`src/rtl/lane_tx_scheduler_if.sv`:
```
// Purpose : handshake/control bundle between the TX scheduler and its neighbours
//           (request side from OS generator / transport source, control side to distributer).
// Ports   : master = request driver / distributer observer, slave = scheduler.
interface lane_tx_scheduler_if;
    // request side
    logic       link_up;
    logic       os_req;
    logic [3:0] os_sel;
    logic       td_req;
    // grant / done pulses
    logic       os_gnt;
    logic       td_gnt;
    logic       os_done;
    logic       td_done;
    // distributer controls
    logic       enable_t;
    logic [3:0] d_sel;
    logic       data_os;
    logic       busy;

    modport master (
        output link_up, os_req, os_sel, td_req,
        input  os_gnt, td_gnt, os_done, td_done, enable_t, d_sel, data_os, busy
    );

    modport slave (
        input  link_up, os_req, os_sel, td_req,
        output os_gnt, td_gnt, os_done, td_done, enable_t, d_sel, data_os, busy
    );
endinterface

```
`src/rtl/lane_tx_scheduler.sv`:
```
// Purpose : arbitrates ordered-set bursts vs transport granules ahead of the two-lane distributer,
//           with OS priority bounded by a starvation limit.
// Latency : all outputs registered; request seen in IDLE -> grant pulse 1 clk later, bursts back-to-back.
// Backpr. : requests are levels sampled only at decision points; link_up low aborts to IDLE next clk.
// Ports   : clk, rst (sync, active-high), bus (slave modport: link_up/os_req/os_sel/td_req in;
//           os_gnt/td_gnt/os_done/td_done/enable_t/d_sel/data_os/busy out).
module lane_tx_scheduler #(
    parameter int OS_LEN     = 16,
    parameter int TD_GRAN    = 8,
    parameter int STARVE_MAX = 4,
    parameter int CNT_W      = 5
) (
    input  logic                 clk,
    input  logic                 rst,
    lane_tx_scheduler_if.slave   bus
);

    localparam int SW = $clog2(STARVE_MAX + 1);

    localparam logic [CNT_W-1:0] OS_LAST   = CNT_W'(OS_LEN - 1);
    localparam logic [CNT_W-1:0] TD_LAST   = CNT_W'(TD_GRAN - 1);
    localparam logic [SW-1:0]    STARVE_LIM = SW'(STARVE_MAX);

    localparam logic [3:0] SEL_TD   = 4'h8;
    localparam logic [3:0] SEL_IDLE = 4'h0;

    typedef enum logic [1:0] {
        ST_IDLE = 2'd0,
        ST_OS   = 2'd1,
        ST_TD   = 2'd2
    } state_t;

    state_t           state_q, state_d;
    logic [CNT_W-1:0] cnt_q, cnt_d;
    logic [SW-1:0]    starve_q, starve_d;

    logic             os_gnt_q, os_gnt_d;
    logic             td_gnt_q, td_gnt_d;
    logic             os_done_q, os_done_d;
    logic             td_done_q, td_done_d;
    logic             enable_t_q, enable_t_d;
    logic [3:0]       d_sel_q, d_sel_d;
    logic             data_os_q, data_os_d;
    logic             busy_q, busy_d;

    logic             last_os;
    logic             last_td;
    logic             dec_pt;
    logic             start;

    assign last_os = (state_q == ST_OS) && (cnt_q == OS_LAST);
    assign last_td = (state_q == ST_TD) && (cnt_q == TD_LAST);
    assign dec_pt  = (state_q == ST_IDLE) || last_os || last_td;

    // Next-state, counters and starvation tracking
    always_comb begin
        state_d  = state_q;
        cnt_d    = cnt_q + CNT_W'(1);
        starve_d = starve_q;
        start    = 1'b0;

        if (!bus.link_up) begin
            state_d  = ST_IDLE;
            cnt_d    = '0;
            starve_d = '0;
        end else if (dec_pt) begin
            cnt_d = '0;
            if (!bus.td_req) begin
                starve_d = '0;
            end
            // enable_t_q low means the link has only just come back: the distributer must
            // see one enabled cycle before any burst starts.
            if (!enable_t_q) begin
                state_d = ST_IDLE;
            end else if (bus.os_req && !(bus.td_req && (starve_q == STARVE_LIM))) begin
                state_d = ST_OS;
                start   = 1'b1;
                if (bus.td_req && (starve_q != STARVE_LIM)) begin
                    starve_d = starve_q + SW'(1);
                end
            end else if (bus.td_req) begin
                state_d  = ST_TD;
                start    = 1'b1;
                starve_d = '0;
            end else begin
                state_d = ST_IDLE;
            end
        end
    end

    // Registered outputs derived from where the FSM is heading
    always_comb begin
        os_gnt_d   = start && (state_d == ST_OS);
        td_gnt_d   = start && (state_d == ST_TD);
        os_done_d  = (state_d == ST_OS) && (cnt_d == OS_LAST);
        td_done_d  = (state_d == ST_TD) && (cnt_d == TD_LAST);
        enable_t_d = bus.link_up;
        data_os_d  = (state_d == ST_TD);
        busy_d     = (state_d != ST_IDLE);
        d_sel_d    = SEL_IDLE;

        case (state_d)
            ST_OS: begin
                // The type code is captured once per burst; the reserved transport code
                // must never reach the distributer as an OS selection.
                if (start) begin
                    d_sel_d = (bus.os_sel == SEL_TD) ? SEL_IDLE : bus.os_sel;
                end else begin
                    d_sel_d = d_sel_q;
                end
            end
            ST_TD:   d_sel_d = SEL_TD;
            default: d_sel_d = SEL_IDLE;
        endcase
    end

    always_ff @(posedge clk) begin
        if (rst) begin
            state_q    <= ST_IDLE;
            cnt_q      <= '0;
            starve_q   <= '0;
            os_gnt_q   <= 1'b0;
            td_gnt_q   <= 1'b0;
            os_done_q  <= 1'b0;
            td_done_q  <= 1'b0;
            enable_t_q <= 1'b0;
            d_sel_q    <= SEL_IDLE;
            data_os_q  <= 1'b0;
            busy_q     <= 1'b0;
        end else begin
            state_q    <= state_d;
            cnt_q      <= cnt_d;
            starve_q   <= starve_d;
            os_gnt_q   <= os_gnt_d;
            td_gnt_q   <= td_gnt_d;
            os_done_q  <= os_done_d;
            td_done_q  <= td_done_d;
            enable_t_q <= enable_t_d;
            d_sel_q    <= d_sel_d;
            data_os_q  <= data_os_d;
            busy_q     <= busy_d;
        end
    end

    assign bus.os_gnt   = os_gnt_q;
    assign bus.td_gnt   = td_gnt_q;
    assign bus.os_done  = os_done_q;
    assign bus.td_done  = td_done_q;
    assign bus.enable_t = enable_t_q;
    assign bus.d_sel    = d_sel_q;
    assign bus.data_os  = data_os_q;
    assign bus.busy     = busy_q;

endmodule

```
`src/flat_wrapper.sv`:
```
// flat-port wrapper written by rule: the top's interface ports become plain ports
module lane_tx_scheduler_flat 
#(
    parameter int OS_LEN     = 16,
    parameter int TD_GRAN    = 8,
    parameter int STARVE_MAX = 4,
    parameter int CNT_W      = 5
)
  (clk, rst, bus_link_up, bus_os_req, bus_os_sel, bus_td_req, bus_os_gnt, bus_td_gnt, bus_os_done, bus_td_done, bus_enable_t, bus_d_sel, bus_data_os, bus_busy);
  lane_tx_scheduler_if bus_i ();
  input  logic clk;
  input  logic rst;
  input wire logic [$bits(bus_i.link_up)-1:0] bus_link_up;
  input wire logic [$bits(bus_i.os_req)-1:0] bus_os_req;
  input wire logic [$bits(bus_i.os_sel)-1:0] bus_os_sel;
  input wire logic [$bits(bus_i.td_req)-1:0] bus_td_req;
  output wire logic [$bits(bus_i.os_gnt)-1:0] bus_os_gnt;
  output wire logic [$bits(bus_i.td_gnt)-1:0] bus_td_gnt;
  output wire logic [$bits(bus_i.os_done)-1:0] bus_os_done;
  output wire logic [$bits(bus_i.td_done)-1:0] bus_td_done;
  output wire logic [$bits(bus_i.enable_t)-1:0] bus_enable_t;
  output wire logic [$bits(bus_i.d_sel)-1:0] bus_d_sel;
  output wire logic [$bits(bus_i.data_os)-1:0] bus_data_os;
  output wire logic [$bits(bus_i.busy)-1:0] bus_busy;
  assign bus_i.link_up = bus_link_up;
  assign bus_i.os_req = bus_os_req;
  assign bus_i.os_sel = bus_os_sel;
  assign bus_i.td_req = bus_td_req;
  assign bus_os_gnt = bus_i.os_gnt;
  assign bus_td_gnt = bus_i.td_gnt;
  assign bus_os_done = bus_i.os_done;
  assign bus_td_done = bus_i.td_done;
  assign bus_enable_t = bus_i.enable_t;
  assign bus_d_sel = bus_i.d_sel;
  assign bus_data_os = bus_i.data_os;
  assign bus_busy = bus_i.busy;
  lane_tx_scheduler #(.OS_LEN(OS_LEN), .TD_GRAN(TD_GRAN), .STARVE_MAX(STARVE_MAX), .CNT_W(CNT_W)) u_core (.clk(clk), .rst(rst), .bus(bus_i));
endmodule
```
`config.mk`:
```
export PLATFORM = sky130hd
export DESIGN_NAME = lane_tx_scheduler_flat
export DESIGN_NICKNAME = d
export VERILOG_FILES = /design/src/rtl/lane_tx_scheduler_if.sv /design/src/rtl/lane_tx_scheduler.sv /design/src/flat_wrapper.sv
export SDC_FILE = /design/constraint.sdc
export NUM_CORES = 1
export LEC_CHECK = 0
export CAP_MARGIN = 20
export CORE_MARGIN = 2
export CORE_UTILIZATION = 31
export CTS_BUF_LIST = sky130_fd_sc_hd__clkbuf_2
export CTS_CLUSTER_SIZE = 8
export DETAILED_ROUTE_END_ITERATION = 12
export DONT_BUFFER_PORTS = 1
export GPL_TIMING_DRIVEN = 0
export PLACE_DENSITY = 0.52
export SYNTH_ARGS = -nofsm -noshare
export SYNTH_HDL_FRONTEND = slang
export SYNTH_SLANG_ARGS = --single-unit
```
`constraint.sdc`:
```
create_clock -name clk -period 3.05 [get_ports clk]
set_input_delay 0.305 -clock clk [delete_from_list [all_inputs] [get_ports clk]]
set_output_delay 0.305 -clock clk [all_outputs]
set_load 0.01 [all_outputs]
```
# Word level (Yosys, flattened, before mapping)
# Index checks and enable logic that the tools add are counted.
op_classes:
  order_cmp: 0
  mux: 20
  shift: 0
  reduce_logical: 15
  n_bitwise: 1
  mul: 0
  addsub: 2
  eq_ne: 12
  div: 0
op_table:
  columns: ["operator", "n"]
  rows:
  - ["$mux W3", 5]
  - ["$eq A5 B3 Y1 const B", 2]
  - ["$eq A5 B4 Y1 const B", 2]
  - ["$mux W2", 5]
  - ["$mux W5", 2]
  - ["$logic_and A1 B1 Y1", 9]
  - ["$mux W4", 2]
  - ["$pmux W4 S2", 1]
  - ["$add A5 B1 Y5 const B", 1]
  - ["$mux W1", 5]
  - ["$eq A2 B1 Y1 const B", 2]
  - ["$eq A2 B2 Y1 const B", 2]
  - ["$eq A4 B4 Y1 const B", 1]
  - ["$add A3 B1 Y3 const B", 1]
  - ["$eq A3 B3 Y1 const B", 1]
  - ["$ne A3 B3 Y1 const B", 1]
  - ["$logic_not A2 Y1", 1]
  - ["$logic_or A1 B1 Y1", 2]
  - ["$ne A2 B1 Y1 const B", 1]
  - ["$reduce_bool A2 Y1", 1]
  - ["$reduce_or A2 Y1", 1]
  - ["$logic_not A1 Y1", 1]
  - ["$not A1 Y1", 1]
totals:
  wordCells: 61
  mem_count: 0
  latchBits: 0
  out_inout_bits: 11
  ram_bits: 0
  register_bits: 21
  inputBits: 9
  mem_bits_ro: 0

# Longest topological paths before layout
# Gate-level depths: netlist of run 1.
logic_depth:
  ltp_word: 10
  depth_mapped: 12
  ltp_nobuf: 12

# Least setup slack after synthesis of run 1
# OpenSTA, ideal clock, no wires.
synth_path:
  kind: "reg2reg"
  startpoint: "reg u_core.cnt_q[0]"
  endpoint: "reg u_core.d_sel_q[3], in the netlist u_core.bus.d_sel[3]"
  path_stages_with_launch: 12
  t_arrival_ns: 2.348
  period_less_slack_ns: 2.474
  required_ns: 2.925
  path_slack_ns: 0.576
  path_buffers: 0
  setup_ns: 0.125
  path_cell_list: "dfxtp_1 > ha_1 > and3_1 > ha_1 > nand2b_2 > a32o_2 > a32o_1 > and2_1 > ha_1 > o311a_1 > o21ai_0 > a211oi_1"
synth_between:
  elab_chain_len: 8
  word_cells_on_any_way: 14
  classes_between: "eq/ne (5); mux (5); reduce/logical (4)"
synth_rtl:
  columns: ["element", "line_no", "rtl"]
  rows:
  - ["from (decl)", "lane_tx_scheduler.sv:34", "logic [CNT_W-1:0] cnt_q, cnt_d;"]
  - ["from (signal assigned)", "lane_tx_scheduler.sv:132", "cnt_q <= cnt_d;"]
  - ["$eq A5 B4 Y1", "lane_tx_scheduler.sv:51", "assign last_os = (state_q == ST_OS) && (cnt_q == OS_LAST);"]
  - ["$logic_and A1 B1 Y1", "lane_tx_scheduler.sv:51", null]
  - ["$logic_or A1 B1 Y1", "lane_tx_scheduler.sv:53", "assign dec_pt = (state_q == ST_IDLE) || last_os || last_td;"]
  - ["$logic_or A1 B1 Y1 (*)", "lane_tx_scheduler.sv:53", null]
  - ["$mux W2 (*)", "lane_tx_scheduler.sv:66", "end else if (dec_pt) begin"]
  - ["$mux W2 (*)", "lane_tx_scheduler.sv:62", "if (!bus.link_up) begin"]
  - ["named net u_core.state_d[0]", "lane_tx_scheduler.sv:33", "state_t state_q, state_d;"]
  - ["$eq A2 B2 Y1 / $eq A2 B1 Y1 (equally long branches)", "lane_tx_scheduler.sv:102", "case (state_d)"]
  - ["$pmux W4 S2 / $ne A2 B1 Y1 (equally long branches)", null, null]
  - ["to (signal assigned)", "lane_tx_scheduler.sv:139", "d_sel_q <= d_sel_d;"]
  - ["to (decl)", "lane_tx_scheduler.sv:42", "logic [3:0] d_sel_q, d_sel_d;"]
# Mark *: on every way through the listed nets, which the timed path passes. The rest lies on a longest branch.
# A chain may end at the register's enable or synchronous reset.

# Worst setup path after layout of run 1
layout_path:
  startpoint: "reg u_core.cnt_q[0]"
  endpoint: "reg u_core.d_sel_q[3], in the netlist u_core.bus.d_sel[3]"
layout_between:
  elab_chain_len: 8
  word_cells_on_any_way: 14
  classes_between: "eq/ne (5); mux (5); reduce/logical (4)"
layout_rtl:
  columns: ["element", "line_no"]
  rows:
  - ["$eq A5 B4 Y1", "lane_tx_scheduler.sv:51"]
  - ["$logic_and A1 B1 Y1", "lane_tx_scheduler.sv:51"]
  - ["$logic_or A1 B1 Y1", "lane_tx_scheduler.sv:53"]
  - ["$logic_or A1 B1 Y1 (*)", "lane_tx_scheduler.sv:53"]
  - ["$mux W2", "lane_tx_scheduler.sv:66"]
  - ["$mux W2", "lane_tx_scheduler.sv:62"]
  - ["$eq A2 B2 Y1 / $eq A2 B1 Y1 (equally long branches)", "lane_tx_scheduler.sv:102"]
  - ["$pmux W4 S2 / $ne A2 B1 Y1 (equally long branches)", null]
# Every way passes the cells marked *; elsewhere a longest branch is shown, timed or not.

==> flow_metrics.tcl, run 1 <==
set metrics [dict create \
    endpoint_of_the_lowest_slack_register_to_register_path "u_core.bus.d_sel[3]" \
    cp_common_cell "sky130_fd_sc_hd__ha_1" \
    diodes 0 \
    final_period_minus_worst_setup_slack_ns 2.81 \
    timing.slew.headroom 0.807 \
    groute.usage.overall 0.128 \
    die_area_mm2 0.00363 \
    cp_data_arrival_time_ns 3.07 \
    critical_path_buf_inv_count 0 \
    post_cts.resized_instances 0 \
    cts-root-to-sink-buffers 2 \
    power.clock.fraction 0.276 \
    cts_root_buffer "sky130_fd_sc_hd__clkbuf_2" \
    placement_rows 20 \
    timing.reg2reg.setup_slack_ns 0.24 \
    critical_path.top_delay_family "compound AO/OA/AOI/OAI gates" \
    postSynthRegisterBits 21 \
    clkTransAtPathRegs_ns 0.21 \
    worst_hold_path_type "primary input to register" \
    grt_pass1_wl_mm 3.46 \
    timing.hold.worst_endpoint "u_core.bus.d_sel[2]" \
    crit-reg2reg-launch "u_core.cnt_q[0]" \
    synth.distinct_cells 32 \
    power.ir.vdd_worst_uv 294 \
    setup_viol 0 \
    fin_setup_tns_ns 0 \
    detailed_router_s_first_iteration_violation_count 22 \
    post_route_cells_drive_above_1_share 0.0885 \
    gp_congestion 0.758 \
    drt-pass1-iter-count 3 \
    floorplan.initialDensity 0.324 \
    reg2regPathDepth 11 \
    leakage_uw 0.000394 \
    die_x_um 60.3 \
    via_per_inst 4.92 \
    nFillCells 316 \
    cts.sinks 21 \
    detailedPlacementHpwl_mm 1.59 \
    timing.hold.worst_path_depth 2 \
    power_frac_seq 0.658 \
    run_status "finished, final reports clean" \
    power_density_mw_per_mm2 396 \
    mostFrequentLayoutCell "sky130_fd_sc_hd__dfxtp_1" \
    critical_path_required_ns 3.31 \
    critical_path.max_fanout 8 \
    worstPathCellList "ha_1, and3_1, ha_1, nand2b_2, a32o_2, a32o_1, nand2_1, ha_1, o311a_1, o21ai_0, a211oi_1" \
    routed_wire_length_mm 2.06 \
    netSwitchingFraction 0.250 \
    die_height_um 60.3 \
    rsz0062_at_grt "false" \
    place.detailed.instances 151 \
    first_global_vias 750 \
    grt_antenna_before_repair 0 \
    gr-total-overflow 0 \
    synthCells 107 \
    core-area_mm2 0.00303 \
    final_antenna_net_count 0 \
    tritoncts.num_buffers 3 \
    final_cells 157 \
    placement.io_buffers 0 \
    net_count_reported_at_finish 130 \
    cp-start-kind "register" \
    synth_seq_area_share 0.429 \
    clkLatencyLatePin_ns 0.33 \
    ys_warnings 0 \
    switching_power_uw 107 \
    routed-via-count 773 \
    final_cell_mix "sky130_fd_sc_hd__dfxtp_1 (21), sky130_fd_sc_hd__nand2_1 (11), sky130_fd_sc_hd__nor2_1 (9)" \
    critPathKind "register to register" \
    hold_viol 0 \
    maxCapViolations 0 \
    worst_pin_slew_ns 0.289 \
    min-delay-start "bus_os_sel[2]" \
    io-pin-count 20 \
    synth.net_count 123 \
    fmax_mhz 355 \
    cp_slowest_stage_delay_ns 0.38 \
    cpMaxStageDelayCell "sky130_fd_sc_hd__dfxtp_1" \
    setup.worst_path.end_class "register" \
    netlist_area_um2 981 \
    detail_route.wl_per_cell_um 13.1 \
    report.final.slew_viol_count 0 \
    area_growth_syn_to_layout_pct 9.69 \
    finalClockSkew_ns 0.0101 \
    cts.htree.levels 1 \
    syn_avg_cell_area_um2 9.17 \
    post-cts-setup-buffer-count 0 \
    drc 0 \
    grt_max_degree 13 \
    comb_power_share 0.066 \
    post-route-period-util 0.923 \
    tritoncts "built" \
    crit_path_start "u_core.cnt_q[0]" \
    power.internal_uw 320 \
]
## worst register-to-register path, cell delays in order, from the launching register on
cell	delay [ns]
sky130_fd_sc_hd__dfxtp_1	0.38
sky130_fd_sc_hd__ha_1	0.25
sky130_fd_sc_hd__and3_1	0.20
sky130_fd_sc_hd__ha_1	0.18
sky130_fd_sc_hd__nand2b_2	0.20
sky130_fd_sc_hd__a32o_2	0.34
sky130_fd_sc_hd__a32o_1	0.30
sky130_fd_sc_hd__nand2_1	0.11
sky130_fd_sc_hd__ha_1	0.26
sky130_fd_sc_hd__o311a_1	0.20
sky130_fd_sc_hd__o21ai_0	0.08
sky130_fd_sc_hd__a211oi_1	0.26
## through the flow
stage | util | power [µW] | worst slack [ns] | hold WS [ns] | cell area (µm²)
floorplan | - | 306 | 0.576 | 0.372 | 981
global placement | 0.342 | 311 | 0.316 | 0.377 | 1040
detailed placement | 0.342 | 312 | 0.293 | 0.375 | 1040
CTS | 0.352 | 431 | 0.217 | 0.00739 | 1070
global route | 0.355 | 450 | 0.0282 | 0.0511 | 1080
finish | 0.355 | 427 | 0.235 | 0.0924 | 1080
## kinds of logic after synthesis
logic type / Yosys count / share of synthesized area
and+or+nand+nor: 48 / 0.264
muxes: 2 / 0.0204
buffers and inverters: 6 / 0.0230
xor gates and xnor gates: 2 / 0.0179
adders and majority gates: 7 / 0.0893
AOI/OAI and AO/OA: 21 / 0.157
DFF: 21 / 0.429
## worst max-delay path by stage
| stage | to | slack [ns] | depth (start not counted) |
|---|---|---|---|
| after floorplan | u_core.bus.d_sel[3] | 0.58 | 11 |
| after global placement | u_core.bus.d_sel[3] | 0.32 | 11 |
| after detailed placement | u_core.bus.d_sel[3] | 0.29 | 11 |
| after CTS | u_core.bus.d_sel[3] | 0.22 | 11 |
| after global routing | u_core.bus.d_sel[3] | 0.03 | 11 |
| final | u_core.bus.d_sel[3] | 0.24 | 11 |
## area by class of cell
| cell class | count | area [µm²] | share of cell area |
|---|---|---|---|
| Inverter | 6 | 22.5 | 0.0209 |
| Clock inverter | 1 | 5.00 | 0.00465 |
| Sequential cell | 21 | 420 | 0.391 |
| Timing Repair Buffer | 2 | 20.0 | 0.0186 |
| Clock buffer | 3 | 15.0 | 0.0140 |
| Tap cell | 44 | 55.1 | 0.0512 |
| Multi-Input combinational cell | 80 | 538 | 0.500 |
## sequential cells by signal, summed over array words and instances, names as in the netlist
signal	count
u_core.bus.busy	1
u_core.bus.d_sel	4
u_core.bus.data_os	1
u_core.bus.enable_t	1
u_core.bus.os_done	1
u_core.bus.os_gnt	1
u_core.bus.td_done	1
u_core.bus.td_gnt	1
u_core.cnt_q	5
u_core.starve_q	3
u_core.state_q	2
## what timing repair did
item	CTS	global route
setup endpoints to repair	0	0
hold buffers	1	1
hold endpoints to repair	2	2
## cells in the mapped netlist
cell	count	share of area
sky130_fd_sc_hd__mux2i_1	2	0.020
sky130_fd_sc_hd__o21ai_0	6	0.031
sky130_fd_sc_hd__inv_1	6	0.023
sky130_fd_sc_hd__o32ai_1	1	0.0089
sky130_fd_sc_hd__xor2_1	1	0.0089
sky130_fd_sc_hd__nand2_1	11	0.042
sky130_fd_sc_hd__o311a_1	1	0.010
sky130_fd_sc_hd__nand4_1	1	0.0064
sky130_fd_sc_hd__a21oi_1	4	0.020
sky130_fd_sc_hd__nor3_1	3	0.015
sky130_fd_sc_hd__nor2b_1	2	0.013
sky130_fd_sc_hd__and3_1	2	0.013
sky130_fd_sc_hd__nand2_2	1	0.0064
sky130_fd_sc_hd__a32oi_1	1	0.0089
sky130_fd_sc_hd__nand2b_1	3	0.019
sky130_fd_sc_hd__nor3b_1	2	0.015
sky130_fd_sc_hd__a22oi_2	1	0.013
sky130_fd_sc_hd__nand3_1	6	0.031
sky130_fd_sc_hd__and4bb_2	1	0.013
sky130_fd_sc_hd__a311oi_1	1	0.0089
sky130_fd_sc_hd__nor2_1	9	0.034
sky130_fd_sc_hd__xnor2_1	1	0.0089
sky130_fd_sc_hd__dfxtp_1	21	0.43
sky130_fd_sc_hd__ha_1	7	0.089
sky130_fd_sc_hd__and2_1	5	0.032
sky130_fd_sc_hd__a41oi_1	1	0.0089
sky130_fd_sc_hd__a32o_1	2	0.020
sky130_fd_sc_hd__a32o_2	1	0.011
sky130_fd_sc_hd__o21a_1	1	0.0077
sky130_fd_sc_hd__a211oi_1	1	0.0077
sky130_fd_sc_hd__nand2b_2	1	0.0089
sky130_fd_sc_hd__nor4b_2	1	0.015
## routing by layer
| metal | vias up | wire [µm] | GRT usage |
|---|---|---|---|
| met5 | - | 0 | 0 |
| met4 | 0 | 14 | 0.0190 |
| met3 | 2 | 113 | 0.0476 |
| met2 | 14 | 911 | 0.194 |
| met1 | 359 | 1020 | 0.176 |
| li1 | 398 | - | - |
## power by group through the flow
stage,registers (µW),clock network [µW],logic [µW]
after detailed placement,286,0,25.6
after CTS,281,124,27.0
after global routing,281,137,31.6
after global placement,286,0,25.3
after floorplan,285,0,20.5
final,281,118,28.2
Power figures use the tool's default switching activity.
==> inputs of run 2 (changes only) <==
--- a/config.mk
+++ b/config.mk
@@ -7,13 +7,13 @@
 export LEC_CHECK = 0
 export CAP_MARGIN = 20
 export CORE_MARGIN = 2
-export CORE_UTILIZATION = 31
+export CORE_UTILIZATION = 30
 export CTS_BUF_LIST = sky130_fd_sc_hd__clkbuf_2
 export CTS_CLUSTER_SIZE = 8
 export DETAILED_ROUTE_END_ITERATION = 12
 export DONT_BUFFER_PORTS = 1
 export GPL_TIMING_DRIVEN = 0
-export PLACE_DENSITY = 0.52
+export PLACE_DENSITY = 0.51
 export SYNTH_ARGS = -nofsm -noshare
 export SYNTH_HDL_FRONTEND = slang
 export SYNTH_SLANG_ARGS = --single-unit
==> flow_metrics.tcl, run 2 (synthesis results as in run 1) <==
set metrics [dict create \
    rsz0062_at_grt "false" \
    gp_congestion 0.718 \
    critical_path_required_ns 3.32 \
    clkTransAtPathRegs_ns 0.20 \
    grt_max_degree 13 \
    drt-pass1-iter-count 4 \
    final_cell_mix "sky130_fd_sc_hd__dfxtp_1 (21), sky130_fd_sc_hd__nand2_1 (11), sky130_fd_sc_hd__nor2_1 (9)" \
    run_status "finished, final reports clean" \
    power.total_uw 426 \
    fin_hold_ws_ns 0.111 \
    hold_buffers 1 \
    final_period_minus_worst_setup_slack_ns 2.74 \
    cts.htree.levels 1 \
    area_growth_syn_to_layout_pct 9.69 \
    cpMaxStageDelayCell "sky130_fd_sc_hd__dfxtp_1" \
    placement_rows 20 \
    cp_common_cell "sky130_fd_sc_hd__ha_1" \
    tritoncts "built" \
    drc 0 \
    worst_pin_slew_ns 0.278 \
    floorplan.initialDensity 0.319 \
    routed_wire_length_mm 2.07 \
    routed-via-count 782 \
    maxCapViolations 0 \
    detail_route.wl_per_cell_um 13.2 \
    setup_viol 0 \
    power.internal_uw 320 \
    die_area_mm2 0.00374 \
    die_x_um 61.2 \
    largest-register "u_core.cnt_q" \
    die_height_um 61.2 \
    post-cts-setup-buffer-count 0 \
    worstPathCellList "ha_1, and3_1, ha_1, nand2b_2, a32o_2, a32o_1, nand2_1, ha_1, nor2b_1, nand3_1, mux2i_1" \
    first_global_vias 706 \
    nFillCells 331 \
    diodes 0 \
    cp_slowest_stage_delay_ns 0.38 \
    critical_path_buf_inv_count 0 \
    fmax_mhz 364 \
    power_frac_seq 0.660 \
    power_density_mw_per_mm2 396 \
    tritoncts.num_buffers 3 \
    power.ir.vdd_worst_uv 195 \
    leakage_uw 0.000394 \
    switching_power_uw 106 \
    cts.sinks 21 \
    netSwitchingFraction 0.249 \
    final_cells 157 \
    fin_setup_tns_ns 0 \
    detailed_router_s_first_iteration_violation_count 22 \
    worst_hold_path_type "primary input to register" \
    final_antenna_net_count 0 \
    core-area_mm2 0.00308 \
    mostFrequentLayoutCell "sky130_fd_sc_hd__dfxtp_1" \
    placement.io_buffers 0 \
    grt_antenna_before_repair 0 \
    comb_power_share 0.065 \
    groute.usage.overall 0.119 \
    cp_data_arrival_time_ns 3.02 \
    power.clock.fraction 0.275 \
    finalClockSkew_ns 0.00409 \
    clkLatencyLatePin_ns 0.32 \
    timing.slew.headroom 0.814 \
    largest_reg_flops 5 \
    post_route_cells_drive_above_1_share 0.0885 \
    critical_path.top_delay_family "simple AND/OR/NAND/NOR gates" \
    cts-root-to-sink-buffers 2 \
    place.detailed.instances 151 \
    cts_root_buffer "sky130_fd_sc_hd__clkbuf_2" \
    setup.worst_path.end_class "register" \
    gr-total-overflow 0 \
    post_cts.resized_instances 0 \
    critPathKind "register to register" \
    hold_viol 0 \
    via_per_inst 4.98 \
    critical_path.max_fanout 8 \
    grt_pass1_wl_mm 3.24 \
    cp-start-kind "register" \
    net_count_reported_at_finish 130 \
    detailedPlacementHpwl_mm 1.60 \
    post-route-period-util 0.900 \
    io-pin-count 20 \
    report.final.slew_viol_count 0 \
    share_of_the_core_filled_with_cells 0.350 \
]
run 2: cell counts in the layout (fill, tap and decap cells not counted):
Identical to the previous run, type by type.
run 2: worst reg2reg max path, cell delays in order, from the launching register on:
cell and delay (ns):
sky130_fd_sc_hd__dfxtp_1 0.38, sky130_fd_sc_hd__ha_1 0.24, sky130_fd_sc_hd__and3_1 0.19, sky130_fd_sc_hd__ha_1 0.17
sky130_fd_sc_hd__nand2b_2 0.21, sky130_fd_sc_hd__a32o_2 0.34, sky130_fd_sc_hd__a32o_1 0.29, sky130_fd_sc_hd__nand2_1 0.10
sky130_fd_sc_hd__ha_1 0.24, sky130_fd_sc_hd__nor2b_1 0.29, sky130_fd_sc_hd__nand3_1 0.12, sky130_fd_sc_hd__mux2i_1 0.13
run 2: final cells by class:
type | instances | area [µm²] | area share
clock buffers | 3 | 15.0 | 0.0140
clock inverters | 1 | 5.00 | 0.00465
inverters | 6 | 22.5 | 0.0209
multi-input cells | 80 | 538 | 0.500
flip-flops and latches | 21 | 420 | 0.391
well taps | 44 | 55.1 | 0.0512
repair buffers | 2 | 20.0 | 0.0186
run 2: path summary, 6_finish.rpt:
check / start / to / slack, ns / cells after the start
worst max-delay path: u_core.cnt_q[0] / u_core.bus.d_sel[2] / 0.31 / 11
worst max register to register: u_core.cnt_q[0] / u_core.bus.d_sel[2] / 0.31 / 11
worst min-delay path: bus_os_sel[0] / u_core.bus.d_sel[0] / 0.11 / 2
worst min register to register: u_core.cnt_q[0] / u_core.cnt_q[0] / 0.49 / 1
run 2: metal layers:
metal	up-vias	GRT usage	share of wire
met3	2	0.0462	0.056
met1	371	0.162	0.49
li1	394	-	-
met4	0	0.0373	0.0082
met5	-	0	0
met2	15	0.172	0.45
run 2: power by group through the flow:
stage               clock network, µW  registers (µW)  logic, µW
CTS                               121             281       26.4
floorplan                           0             285       20.5
finish                            117             281       27.7
detailed placement                  0             286       25.2
global route                      132             281       31.2
global placement                    0             286       25.1
run 2: per-stage QoR:
stage,setup WS (ns),instance area (µm²)
2_1_floorplan,0.576,981
3_3_place_gp,0.298,1040
3_5_place_dp,0.344,1040
4_1_cts,0.278,1070
5_1_grt,0.0770,1080
6_report,0.306,1080
